### config.mk
export PLATFORM = sky130hd
export DESIGN_NAME = keypad_scanner
export DESIGN_NICKNAME = d
export VERILOG_FILES = /design/src/rtl/keypad_scanner.sv
export SDC_FILE = /design/constraint.sdc
export NUM_CORES = 1
export LEC_CHECK = 0
export ABC_AREA = 1
export CORE_MARGIN = 5
export CORE_UTILIZATION = 48
export CTS_BUF_LIST = sky130_fd_sc_hd__clkbuf_8 sky130_fd_sc_hd__clkbuf_16
export DETAILED_ROUTE_END_ITERATION = 10
export MAX_ROUTING_LAYER = met4
export PLACE_DENSITY = 0.75
export SYNTH_ARGS = -nofsm -noshare
export SYNTH_HDL_FRONTEND = slang
export SYNTH_SLANG_ARGS = --single-unit
export TNS_END_PERCENT = 100
### constraint.sdc
create_clock -name clk -period 9.5 [get_ports clk]
set_clock_uncertainty 0.05 [all_clocks]
set_input_delay 1.9 -clock clk [delete_from_list [all_inputs] [get_ports clk]]
set_output_delay 1.9 -clock clk [all_outputs]
set_load 0.02 [all_outputs]
### src/rtl/keypad_scanner.sv
// 4x4 matrix keypad scanner: strobes columns, samples rows, and accepts a single key
// only after it is seen in DEBOUNCE_SCANS consecutive full scans. Release is debounced the same way.
module keypad_scanner #(
    parameter int SCAN_DIV       = 1000,
    parameter int DEBOUNCE_SCANS = 8
) (
    input  logic       clk,
    input  logic       rst_n,
    input  logic [3:0] row_n,
    output logic [3:0] col_n,
    output logic [3:0] key_code,
    output logic       key_valid,
    output logic       key_held,
    output logic [1:0] dbg_state_o
);

    localparam int SW = $clog2(SCAN_DIV);
    localparam int CW = $clog2(DEBOUNCE_SCANS + 1);
    localparam logic [SW-1:0] SLOT_LAST = SW'(SCAN_DIV - 1);
    localparam logic [CW-1:0] CNT_DONE  = CW'(DEBOUNCE_SCANS);

    typedef enum logic [1:0] {IDLE, DEBOUNCE, HELD, RELEASE} state_t;

    state_t          state_q, state_d;
    logic [3:0]      row_s1_q, row_s2_q;
    logic [SW-1:0]   slot_cnt_q, slot_cnt_d;
    logic [1:0]      col_idx_q, col_idx_d;
    logic [3:0]      col_n_q, col_n_d;
    logic [15:0]     snap_q, snap_d, snap_full;
    logic [CW-1:0]   cnt_q, cnt_d, cnt_inc;
    logic [3:0]      cand_q, cand_d;
    logic [3:0]      key_code_q, key_code_d;
    logic            key_valid_q, key_valid_d;
    logic            key_held_q, key_held_d;
    logic            slot_tick, scan_end;
    logic [4:0]      hits;
    logic [3:0]      hit_idx;
    logic            is_none, is_single;

    // Synchronizer idles at "no row pulled low" so reset never looks like a press.
    always_ff @(posedge clk or negedge rst_n) begin
        if (!rst_n) begin
            row_s1_q <= 4'hF;
            row_s2_q <= 4'hF;
        end else begin
            row_s1_q <= row_n;
            row_s2_q <= row_s1_q;
        end
    end

    assign slot_tick = (slot_cnt_q == SLOT_LAST);
    assign scan_end  = slot_tick && (col_idx_q == 2'd3);

    // The current column's rows are merged in so scan evaluation sees all 16 keys.
    always_comb begin
        snap_full = snap_q;
        for (int r = 0; r < 4; r++) begin
            snap_full[{2'(r), col_idx_q}] = ~row_s2_q[r];
        end
    end

    always_comb begin
        hits    = 5'd0;
        hit_idx = 4'd0;
        for (int i = 0; i < 16; i++) begin
            if (snap_full[i]) begin
                hits    = hits + 5'd1;
                hit_idx = 4'(i);
            end
        end
    end

    assign is_none   = (hits == 5'd0);
    assign is_single = (hits == 5'd1);

    always_comb begin
        slot_cnt_d = slot_tick ? '0 : slot_cnt_q + SW'(1);
        col_idx_d  = slot_tick ? col_idx_q + 2'd1 : col_idx_q;
        col_n_d    = slot_tick ? ~(4'b0001 << col_idx_d) : col_n_q;
        snap_d     = snap_q;
        if (scan_end) begin
            snap_d = '0;
        end else if (slot_tick) begin
            snap_d = snap_full;
        end
    end

    always_ff @(posedge clk or negedge rst_n) begin
        if (!rst_n) begin
            slot_cnt_q <= '0;
            col_idx_q  <= 2'd0;
            col_n_q    <= 4'b1110;
            snap_q     <= '0;
        end else begin
            slot_cnt_q <= slot_cnt_d;
            col_idx_q  <= col_idx_d;
            col_n_q    <= col_n_d;
            snap_q     <= snap_d;
        end
    end

    assign cnt_inc = cnt_q + CW'(1);

    always_comb begin
        state_d     = state_q;
        cnt_d       = cnt_q;
        cand_d      = cand_q;
        key_code_d  = key_code_q;
        key_valid_d = 1'b0;
        key_held_d  = key_held_q;
        if (scan_end) begin
            unique case (state_q)
                IDLE: begin
                    if (is_single) begin
                        cand_d  = hit_idx;
                        cnt_d   = CW'(1);
                        state_d = DEBOUNCE;
                    end
                end
                DEBOUNCE: begin
                    if (is_single && (hit_idx == cand_q)) begin
                        if (cnt_inc == CNT_DONE) begin
                            key_code_d  = cand_q;
                            key_valid_d = 1'b1;
                            key_held_d  = 1'b1;
                            cnt_d       = '0;
                            state_d     = HELD;
                        end else begin
                            cnt_d = cnt_inc;
                        end
                    end else begin
                        cnt_d   = '0;
                        state_d = IDLE;
                    end
                end
                HELD: begin
                    if (is_none) begin
                        cnt_d   = CW'(1);
                        state_d = RELEASE;
                    end
                end
                RELEASE: begin
                    if (is_none) begin
                        if (cnt_inc == CNT_DONE) begin
                            key_held_d = 1'b0;
                            cnt_d      = '0;
                            state_d    = IDLE;
                        end else begin
                            cnt_d = cnt_inc;
                        end
                    end else begin
                        cnt_d   = '0;
                        state_d = HELD;
                    end
                end
                default: state_d = IDLE;
            endcase
        end
    end

    always_ff @(posedge clk or negedge rst_n) begin
        if (!rst_n) begin
            state_q     <= IDLE;
            cnt_q       <= '0;
            cand_q      <= 4'd0;
            key_code_q  <= 4'd0;
            key_valid_q <= 1'b0;
            key_held_q  <= 1'b0;
        end else begin
            state_q     <= state_d;
            cnt_q       <= cnt_d;
            cand_q      <= cand_d;
            key_code_q  <= key_code_d;
            key_valid_q <= key_valid_d;
            key_held_q  <= key_held_d;
        end
    end

    assign col_n       = col_n_q;
    assign key_code    = key_code_q;
    assign key_valid   = key_valid_q;
    assign key_held    = key_held_q;
    assign dbg_state_o = state_q;

endmodule

# ---- Yosys cells after proc, flatten, opt, wreduce, memory -nomap -nowiden
# Index checks and enable logic that the tools add are counted.
dict set report op_classes {
  n_addsub 18
  magnitude_cmp 8
  n_eq_ne 16
  shifts 1
  n_mux 69
  bitwise 5
  n_reduce_logical 15
}
# op count
set op_table {}
lappend op_table {{$mux W4} 19}
lappend op_table {{$add A5 B1 Y5 const B} 15}
lappend op_table {{$mux W5} 15}
lappend op_table {{$bwmux W16} 4}
lappend op_table {{$mux W16} 2}
lappend op_table {{$pmux W4 S4} 1}
lappend op_table {{$mux W1} 14}
lappend op_table {{$mux W2} 7}
lappend op_table {{$ne A2 B2 Y1 const B} 6}
lappend op_table {{$add A10 B1 Y10 const B} 1}
lappend op_table {{$eq A10 B10 Y1 const B} 1}
lappend op_table {{$lt A4 B5 Y1 const B} 2}
lappend op_table {{$mux W10} 1}
lappend op_table {{$demux W1 S2} 4}
lappend op_table {{$ge A4 B1 Y1 const B} 2}
lappend op_table {{$pmux W2 S4} 1}
lappend op_table {{$eq A2 B2 Y1 const B} 3}
lappend op_table {{$logic_and A1 B1 Y1} 6}
lappend op_table {{$ne A3 B3 Y1 const B} 2}
lappend op_table {{$reduce_and A3 Y1} 2}
lappend op_table {{$reduce_and A6 Y1} 1}
lappend op_table {{$eq A5 B1 Y1 const B} 1}
lappend op_table {{$logic_not A5 Y1} 1}
lappend op_table {{$lt A2 B5 Y1 const B} 1}
lappend op_table {{other kinds (16)} 20}
dict set report totals {
  ff_bits 56
  inputBits 6
  output_inout_bits 12
  elab_cells 144
}

# ---- Logic depth before layout (Yosys ltp)
# Gate-level depths: netlist of run 1.
dict set report depth {
  depth_word 44
  ltp_mapped 72
  ltp_nobuf 71
}

# ---- Worst setup path before layout of run 1
# No wires, ideal clock.
dict set report synth_path {
  kind {register to register}
  start {reg col_idx_q[0]}
  end {reg state_q[1], in the netlist dbg_state_o[1]}
  setup_time_ns 0.118
  arrival_time_ns 10.100
  required_time_ns 9.332
  path_slack_ns -0.768
  stages_incl_launch_ff 67
  path_buffers 1
  period_less_slack_ns 10.268
  cell_sequence {dfrtp_1 -> inv_1 -> ha_1 -> buf_6 -> o21ai_2 -> nand2_2 -> nand2_2 -> nand2_2 -> nand2_1 -> inv_1 -> ha_1 -> nand2_1 -> nand2_1 -> ha_1 -> nand2_1 -> nand2_1 -> ha_1 -> or2_2 -> [31 not listed] -> or2_2 -> nand2_1 -> inv_1 -> ha_1 -> or2_2 -> nand2_1 -> inv_1 -> ha_1 -> nand2_1 -> o21ai_0 -> a21oi_1 -> nand3_1 -> nor2_2 -> nor2_2 -> nor2_4 -> nand2_2 -> nand2_1 -> nand2_1}
}
dict set report synth_between {
  elab_chain_len 43
  elab_cells_between_ends 84
  classes_between {add/sub (15); order compare (8); eq/ne (7); mux (46); reduce/logical (8)}
}
# item line
set synth_rtl {}
lappend synth_rtl {{start, declared} 27} ;# logic [1:0] col_idx_q, col_idx_d;
lappend synth_rtl {{start signal, assigned} 96} ;# col_idx_q <= col_idx_d;
lappend synth_rtl {{$lt A2 B5 Y1 (not written as such) / $ge A2 B1 Y1 (equally long branches)} 58} ;# snap_full[{2'(r), col_idx_q}] = ~row_s2_q[r];
lappend synth_rtl {{$logic_and A1 B1 Y1 (not written as such)} 58}
lappend synth_rtl {{$mux W1 (not written as such)} 58}
lappend synth_rtl {{$demux W1 S2} 58}
lappend synth_rtl {{$bwmux W16 (4 in a row)} 58}
lappend synth_rtl {{$mux W1} 66} ;# if (snap_full[i]) begin
lappend synth_rtl {{$add A5 B1 Y5} 67} ;# hits = hits + 5'd1;
lappend synth_rtl {{$mux W5} 66}
lappend synth_rtl {{[24 not listed]} --}
lappend synth_rtl {{$add A5 B1 Y5} 67}
lappend synth_rtl {{$mux W5} 66}
lappend synth_rtl {{$add A5 B1 Y5} 67}
lappend synth_rtl {{$mux W5} 66}
lappend synth_rtl {{$eq A5 B1 Y1} 74} ;# assign is_single = (hits == 5'd1);
lappend synth_rtl {{$logic_and A1 B1 Y1} 121} ;# if (is_single && (hit_idx == cand_q)) begin
lappend synth_rtl {{$ne A3 B3 Y1 (no line) / $mux W2 (equally long branches)} --}
lappend synth_rtl {{$reduce_and A5 Y1 (no line) / $pmux W2 S4 (equally long branches)} --}
lappend synth_rtl {{end signal, assigned} 170} ;# state_q <= state_d;
lappend synth_rtl {{end, declared} 24} ;# state_t state_q, state_d;
# Several ways; a longest one is shown, not always the timed one.
# A chain may end at the register's enable or synchronous reset.

# ---- Final worst setup path of run 1
dict set report layout_path {
  start {reg col_idx_q[0]}
  end {reg cnt_q[3]}
}
dict set report layout_between {
  elab_chain_len 43
  elab_cells_between_ends 82
  classes_between {add/sub (15); order compare (8); eq/ne (5); mux (46); reduce/logical (8)}
}
# item line
set layout_rtl {}
lappend layout_rtl {{$lt A2 B5 Y1 (not written as such) / $ge A2 B1 Y1 (equally long branches)} 58}
lappend layout_rtl {{$logic_and A1 B1 Y1 (not written as such)} 58}
lappend layout_rtl {{$mux W1 (not written as such)} 58}
lappend layout_rtl {{$demux W1 S2} 58}
lappend layout_rtl {{$bwmux W16 (4 in a row)} 58}
lappend layout_rtl {{$mux W1} 66}
lappend layout_rtl {{$add A5 B1 Y5} 67}
lappend layout_rtl {{$mux W5} 66}
lappend layout_rtl {{[24 not listed]} --}
lappend layout_rtl {{$add A5 B1 Y5} 67}
lappend layout_rtl {{$mux W5} 66}
lappend layout_rtl {{$add A5 B1 Y5} 67}
lappend layout_rtl {{$mux W5} 66}
lappend layout_rtl {{$eq A5 B1 Y1} 74}
lappend layout_rtl {{$logic_and A1 B1 Y1} 121}
lappend layout_rtl {{$mux W4} 121}
lappend layout_rtl {{$pmux W4 S4} 112} ;# unique case (state_q)
lappend layout_rtl {{end signal, assigned} 171} ;# cnt_q <= cnt_d;
lappend layout_rtl {{end, declared} 30} ;# logic [CW-1:0] cnt_q, cnt_d, cnt_inc;
# Several ways; a longest one is shown, not always the timed one.

==> results by group, run 1 <==
Yosys
  – Post-synthesis average cell area: 6.68 um2
  – Main combinational cell family by area after synthesis: simple AND/OR/NAND/NOR gates
  – Cell accounting for the most synthesized area: sky130_fd_sc_hd__dfrtp_1
  – Ranking of synthesized cells by area: sky130_fd_sc_hd__dfrtp_1, sky130_fd_sc_hd__nand2_1, sky130_fd_sc_hd__inv_1
  – Compound-Gate Fraction of Synth Area: 8.98%
  – Synthesized flop and latch total: 56
  – Warning count from the yosys run: 0
  – Area share of and/or/nand/nor cells after synthesis: 41.5%
  – Number of flops mapped to enable cells by yosys: 0
  – Syn Std Cell Area: 0.00450 mm2
  – Post-synthesis share of cell area spent on xor and xnor gates: 1.17%
  – Share of cell area taken by muxes after synthesis: 0.250%
  – Proportion of synthesized flip-flops having asynchronous set or reset: 100%
  – Cells after Synth: 674
  – Count of unique library cells instantiated by Yosys: 33
  – Syn Nets: 699
  – Synthesized-area fraction occupied by adder cells: 5.28%
  – Share of the yosys chip area belonging to registers: 31.5%
  – Area share of the largest cell type after synthesis: 25.0%
  – Predominant post-synthesis flop cell: sky130_fd_sc_hd__dfrtp_1

STA
  – Post-route setup slack: 0.195 ns
  – Share of the clock period used by the worst path: 97.9%
  – Hold Slack: 0.310 ns
  – Final setup vio count: 0
  – Final count of hold timing violations: 0
  – Max-slew violation count: 0
  – Minimum clock period: 9.30 ns
  – Slew Limit Headroom: 34.6%
  – Pin slew with the least headroom to its limit: 0.971 ns
  – Achievable clock frequency: 107 MHz

Global route
  – Antenna violations before repair: 0
  – Largest net degree at the start of global routing: 57
  – Vias in the first global route: 4,411
  – Residual overflow from global routing: 0
  – Total routing usage reported by global routing: 20.8%
  – Wire length of the first global-routing pass: 19,300 um

Route
  – Per-cell routed wire length: 13.3 um
  – Via count: 4,695
  – Number of antenna-violating nets in the routed design: 0
  – Drt first-iter violations: 295
  – DRT Pass-1 Iters: 5
  – Wirelength, routed: 11,900 um
  – Post-DR vias/cell: 5.26
  – Post-route DRC violation count: 0

Die
  – Top Ports: 18
  – Die X-Extent: 107 um
  – Die Y-Extent: 107 um
  – Row count: 35
  – Starting utilization of the core area: 48.9%
  – DIE AREA: 0.0114 mm2
  – Core Area: 0.00920 mm2

Clock network
  – CTS H-tree depth: 2
  – Max Root-Sink Buffers: 2
  – Number of buffers inserted during clock tree synthesis: 5
  – Clock transition time at the flip-flop clock pins of the worst setup and hold paths: 0.10 ns
  – Num Clock Sinks: 56
  – Buffer cell driving the clock tree root: sky130_fd_sc_hd__clkbuf_8
  – TritonCTS clock tree: built
  – Clk_lat worst skew: 0.31 ns
  – Hold-fix buffer count after cts: 0

Finish
  – Syn-to-layout area delta: 36.5%
  – Ratio of cells with drive above 1 in the final layout: 38.0%
  – Layout fillers: 683
  – Number of antenna repair diodes: 0
  – Nets@finish: 805

Critical path
  – Launching instance or port of the critical path: col_idx_q[0]
  – Worst R2R Setup Slack: 0.20 ns
  – Critical path class: flip-flop to flip-flop
  – Number of buffer and inverter instances along the worst setup path: 14
  – Launch instance of the worst register-to-register path: col_idx_q[0]
  – Endpoint class of the critical path: flip-flop
  – Critical path's most frequent cell: sky130_fd_sc_hd__ha_4
  – Standard cell with the maximum stage delay on the critical path: sky130_fd_sc_hd__dfrtp_2
  – Cell depth of the worst flop-to-flop path: 67
  – CP Max Fanout: 8
  – Critical path startpoint category: flip-flop
  – CP Data Required Time: 9.66 ns
  – Delay of the slowest cell on the worst path: 0.45 ns
  – WP data arrival: 9.46 ns
  – Reg-to-reg critical path endpoint: cnt_q[3]
  – Delay-heaviest family, CP: simple AND/OR/NAND/NOR gates

Min path
  – Hold crit path type: flip-flop to flip-flop
  – Cell count of the worst hold path: 0
  – Hold wc startpoint: row_s1_q[2]
  – Hold EP: row_s2_q[2]

Pwr
  – Power per cell area: 77.8 mW/mm2
  – Peak supply drop: 98.0 uV
  – Standby leakage power: 3.26 nW

Placement
  – Half-perimeter wire length after detailed placement: 7190 um
  – Global placer's final weighted congestion: 0.884
  – Worst setup timing slack at the placement stage: -0.490 ns
  – Number of I/O port buffers: 17

Flow run
  – Number of max-cap violations: 0

Outcome
  – Status: completed
-- cell families after synthesis --
| logic type | Yosys count |
|---|---|
| adders and majority gates | 19 |
| and+or+nand+nor | 394 |
| AOI/OAI and AO/OA | 66 |
| DFF | 56 |
| xor gates and xnor gates | 6 |
| muxes | 1 |
| buffers and inverters | 132 |
-- worst reg2reg max path, delay by kind of cell, from the launching register on --
kind / cells / cell delay [ns]
simple gates: 36 / 4.52
compound gates: 3 / 0.29
fa+ha+maj: 14 / 3.06
flops: 1 / 0.45
buf+inv: 14 / 0.83
-- final cells by class --
| class | count | area, um2 | share of cell area [%] |
|---|---|---|---|
| inverter | 123 | 469 | 7.64 |
| sequential | 56 | 1420 | 23.1 |
| tap | 111 | 139 | 2.26 |
| clock inverter | 3 | 25.0 | 0.407 |
| clock buffer | 5 | 68.8 | 1.12 |
| timing repair buffer | 108 | 863 | 14.1 |
| multi-input combinational | 486 | 3160 | 51.5 |
-- cells in the mapped netlist, drive strengths merged (5+ instances only) --
| cell | number |
|---|---|
| nand4 | 11 |
| clkbuf | 5 |
| nand2 | 220 |
| inv | 123 |
| or2 | 13 |
| ha | 19 |
| dfrtp | 45 |
| a21oi | 16 |
| o31ai | 12 |
| nor2 | 64 |
| o21ai | 35 |
| dfstp | 11 |
| nand3 | 80 |
-- what timing repair did --
| item | CTS | global route |
|---|---|---|
| buffers inserted | 61 | 10 |
| cloned | 0 | 0 |
| gates resized for setup | 54 | 74 |
| endpoints found under the setup margin | 16 | 16 |
| pin swaps | 45 | 49 |
-- registers in the layout, indices dropped and copies added (netlist names) --
signal,cells
snap_q,16
slot_cnt_q,10
cand_q,4
cnt_q,4
col_n,4
key_code,4
row_s1_q,4
row_s2_q,4
col_idx_q,2
dbg_state_o,2
key_held,1
key_valid,1
-- power by group --
part           leakage [nW]  total, mW  internal [mW]  switching [mW]
sequential            0.728      0.243          0.241         0.00164
combinational          2.49      0.102         0.0426          0.0590
clock                0.0452      0.133         0.0539          0.0793
total                  3.26      0.478          0.338           0.140
-- metal layers --
| layer | track usage, % | share of wire (%) | wire length (um) | vias to the layer above |
|---|---|---|---|---|
| met5 | - | 0 | 0 | - |
| met4 | 10.6 | 3.9 | 463 | 0 |
| met3 | 3.13 | 3.7 | 436 | 55 |
| met2 | 34.5 | 50 | 5950 | 136 |
| met1 | 24.6 | 42 | 5030 | 2180 |
| li1 | - | - | - | 2324 |
-- worst max path at each step --
stage	to	slack, ns	cells after the start
floorplan	dbg_state_o[1]	0.01	68
global placement	cnt_q[2]	-0.07	66
detailed placement	cnt_q[1]	-0.49	66
CTS	dbg_state_o[0]	0.006	68
global route	cnt_q[3]	-0.16	70
finish	cnt_q[3]	0.20	67
-- cells in the final DEF, fill, tap and decap left out, types with 4 or more instances in the layout --
master	instances
sky130_fd_sc_hd__o21ai_0	20
sky130_fd_sc_hd__ha_4	16
sky130_fd_sc_hd__inv_1	99
sky130_fd_sc_hd__buf_4	87
sky130_fd_sc_hd__clkbuf_8	5
sky130_fd_sc_hd__or2_4	10
sky130_fd_sc_hd__clkdlybuf4s50_1	16
sky130_fd_sc_hd__nand2_4	24
sky130_fd_sc_hd__o21ai_1	7
sky130_fd_sc_hd__dfrtp_1	44
sky130_fd_sc_hd__nand4_1	11
sky130_fd_sc_hd__nand3_1	53
sky130_fd_sc_hd__nand2_1	134
sky130_fd_sc_hd__buf_6	4
sky130_fd_sc_hd__a21oi_1	15
sky130_fd_sc_hd__o31ai_1	12
sky130_fd_sc_hd__o21ai_4	6
sky130_fd_sc_hd__nand3_2	26
sky130_fd_sc_hd__nand2_2	62
sky130_fd_sc_hd__dfstp_2	11
sky130_fd_sc_hd__nor2_4	5
sky130_fd_sc_hd__inv_2	21
sky130_fd_sc_hd__nor2_1	56
-- stage by stage --
stage                     TNS (ns)  instance area [um2]  instances  util [%]  total power [mW]
after floorplan                  0                 4570        674         -             0.293
after global placement      -0.400                 5040        821      54.8             0.313
after detailed placement     -6.54                 5040        821      54.8             0.318
after CTS                        0                 5810        889      63.2             0.462
after global routing         -1.04                 6140        892      66.8             0.504
final                            0                 6140        892      66.8             0.478
(Power assumes the default switching activity.)
==> run 2, diff against run 1 <==
Settings changed: CELL_PAD_IN_SITES_DETAIL_PLACEMENT set to 1, CELL_PAD_IN_SITES_GLOBAL_PLACEMENT set to 1, CORE_UTILIZATION 48 to 40, PLACE_DENSITY 0.75 to 0.84, REMOVE_ABC_BUFFERS set to 1.
==> run 2 against run 1 <==
  * The run now ends with negative setup slack left
  * Power grew 32%
  * Count of clock-buffer cells in the layout unchanged
  * Clock power grew 72%
  * Register-to-register slack got worse by 0.39 ns
  * Design area grew 8.2%
  * Critical path depth down 1
  * Combinational power grew 56%
  * Via count up 21%
  * Maximum frequency fell by 4.0%
  * Largest cell class unchanged
==> results by group, run 2 (synthesis gave the netlist of run 1 again) <==
Route
  – Wirelength, routed: 22,800 um (+92%)
  – Via count: 5,680 (+21%)
  – DRT Pass-1 Iters: 5 (unchanged)
  – Drt first-iter violations: 436 (+48%)
  – Post-DR vias/cell: 5.95 (+13%)
  – Per-cell routed wire length: 23.8 um (+79%)
  – Post-route DRC violation count: 0 (unchanged)
  – Number of antenna-violating nets in the routed design: 0 (unchanged)

STA
  – Share of the clock period used by the worst path: 102% (+4.1 points)
  – Final count of hold timing violations: 0 (unchanged)
  – Post-route setup slack: -0.194 ns (-0.389 ns)
  – Minimum clock period: 9.69 ns (+0.389 ns)
  – RSZ-0062 raised after global routing: yes
  – Slew Limit Headroom: 25.7% (-8.9 points)
  – Final setup vio count: 14 (+14)
  – Achievable clock frequency: 103 MHz (-4.0%)
  – Pin slew with the least headroom to its limit: 1.10 ns (+0.132 ns)
  – Max-slew violation count: 0 (unchanged)

Clock network
  – Num Clock Sinks: 56 (unchanged)
  – CTS H-tree depth: 2 (unchanged)
  – Hold-fix buffer count after cts: 0 (unchanged)
  – Buffer cell driving the clock tree root: sky130_fd_sc_hd__clkbuf_16
  – Max Root-Sink Buffers: 2 (unchanged)
  – Number of buffers inserted during clock tree synthesis: 5 (unchanged)
  – Clock transition time at the flip-flop clock pins of the worst setup and hold paths: 0.08 ns (-0.02 ns)
  – TritonCTS clock tree: built
  – Clk_lat worst skew: 0.33 ns (+0.02 ns)

Pwr
  – Standby leakage power: 3.49 nW (+6.9%)
  – Power per cell area: 95.1 mW/mm2 (+22%)
  – Pwr Total: 0.632 mW (+32%)
  – Switching power: 0.192 mW (+37%)
  – Cell-internal power: 0.440 mW (+30%)
  – Net switching share of the total power: 30.4% (+1.1 points)
  – Share of total power in sequential cells: 38.5% (-12 points)
  – Clock network fraction of design power: 36.3% (+8.4 points)
  – Peak supply drop: 168 uV (+71%)
  – Gate power share: 25.2% (+3.9 points)

Placement
  – Half-perimeter wire length after detailed placement: 9620 um (+34%)
  – Number of I/O port buffers: 17 (unchanged)
  – Global placer's final weighted congestion: 0.809 (-8.5%)
  – DP Area: 0.00517 mm2 (+2.7%)

Die
  – Row count: 38 (+8.6%)
  – Starting utilization of the core area: 41.1% (-7.8 points)
  – Die X-Extent: 116 um (+8.7%)
  – Top Ports: 18 (unchanged)
  – Die Y-Extent: 116 um (+8.7%)
  – DIE AREA: 0.0135 mm2 (+18%)
  – Core Area: 0.0109 mm2 (+19%)

Finish
  – Number of antenna repair diodes: 0 (unchanged)
  – Most common cell after layout, fill and taps aside: sky130_fd_sc_hd__nand2_1
  – Nets@finish: 839 (+4.2%)
  – Biggest regs: snap_q x16, slot_cnt_q x10
  – Register ranked first by flip-flop count: snap_q
  – Number of flip-flops under the largest register name: 16 (unchanged)
  – Most frequent cells in the layout: sky130_fd_sc_hd__nand2_1, sky130_fd_sc_hd__buf_4, sky130_fd_sc_hd__inv_1
  – Syn-to-layout area delta: 47.7%
  – Final std cell area, no fill: 0.00665 mm2 (+8.2%)
  – Layout fillers: 1,366 (+100%)
  – Ratio of cells with drive above 1 in the final layout: 41.5% (+3.4 points)

Critical path
  – Delay of the slowest cell on the worst path: 0.46 ns (about the same)
  – Endpoint class of the critical path: flip-flop
  – Critical path startpoint category: flip-flop
  – Number of buffer and inverter instances along the worst setup path: 16 (+2)
  – Delay-heaviest family, CP: simple AND/OR/NAND/NOR gates
  – Critical path's most frequent cell: sky130_fd_sc_hd__nand2_4
  – Critical path class: flip-flop to flip-flop
  – CP Max Fanout: 6 (-2)
  – WP data arrival: 9.81 ns (+0.35 ns)
  – CP Data Required Time: 9.62 ns (-0.04 ns)
  – Standard cell with the maximum stage delay on the critical path: sky130_fd_sc_hd__dfrtp_2

Flow run
  – Number of max-cap violations: 0 (unchanged)

Outcome
  – Status: complete, but fails checks
  – Violated checks: negative setup slack

Min path
  – Hold crit path type: flip-flop to flip-flop

Global route
  – Antenna violations before repair: 0 (unchanged)
  – Wire length of the first global-routing pass: 32,000 um (+66%)
  – Largest net degree at the start of global routing: 57 (unchanged)
  – Total routing usage reported by global routing: 31.0% (+10 points)
  – Vias in the first global route: 6,235 (+41%)
  – Residual overflow from global routing: 0 (unchanged)
-- run 2: changes by cell type in the layout (fill, tap and decap cells not counted), sizes merged --
cell,before,now
buf,92,126
inv,125,124
clkinvlp,1,0
bufinv,0,1
clkinv,0,1
-- run 2: metal layers --
layer	global-route usage [%]	vias up	wire (um)
li1	-	2402	-
met1	30.8	2770	8100
met2	57.3	325	11600
met3	4.54	183	1010
met4	17.9	0	2050
met5	-	-	0
-- run 2: metrics by stage --
step	instances	utilization [%]	TNS (ns)	hold slack, ns	setup slack, ns
floorplan	665	-	-13.19	0.295	-0.890
global placement	873	47.3	-11.75	0.297	-0.790
detailed placement	873	47.3	-22.36	0.297	-1.46
CTS	955	57.1	0	0.308	0.0121
global route	955	60.8	-4.37	0.311	-0.388
finish	955	60.8	-1.05	0.306	-0.194
-- run 2: power groups by stage --
stage	Sequential (mW)	Clock (mW)	Combinational, mW
6_report	0.243	0.229	0.159
5_1_grt	0.243	0.240	0.168
4_1_cts	0.243	0.220	0.119
3_5_place_dp	0.247	0	0.0722
3_3_place_gp	0.247	0	0.0663
2_1_floorplan	0.247	0	0.0428
-- run 2: worst paths after layout --
check                      slack, ns           end  depth (start not counted)          from
min reg2reg                     0.31   row_s2_q[3]                          0   row_s1_q[3]
min                             0.31   row_s2_q[3]                          0   row_s1_q[3]
max in group asynchronous       7.17  col_idx_q[0]                          2         rst_n
max reg2reg                    -0.19     cand_q[3]                         66  col_idx_q[0]
min in group asynchronous       1.68    snap_q[14]                          2         rst_n
max                            -0.19     cand_q[3]                         66  col_idx_q[0]
-- run 2: repair_timing --
item | in CTS | in global routing
setup endpoints to repair | 16 | 16
pin swaps | 67 | 62
hold endpoints to repair | 0 | 0
gates resized for setup | 85 | 99
setup buffers | 79 | 15
-- run 2: cell type report --
class,count,area [um2],share of cell area (%)
clock buffers,5,125,1.88
clock inverters,3,46.3,0.696
inverters,123,482,7.25
multi-input cells,486,3280,49.4
flip-flops and latches,56,1420,21.3
well taps,140,175,2.64
repair buffers,142,1120,16.9
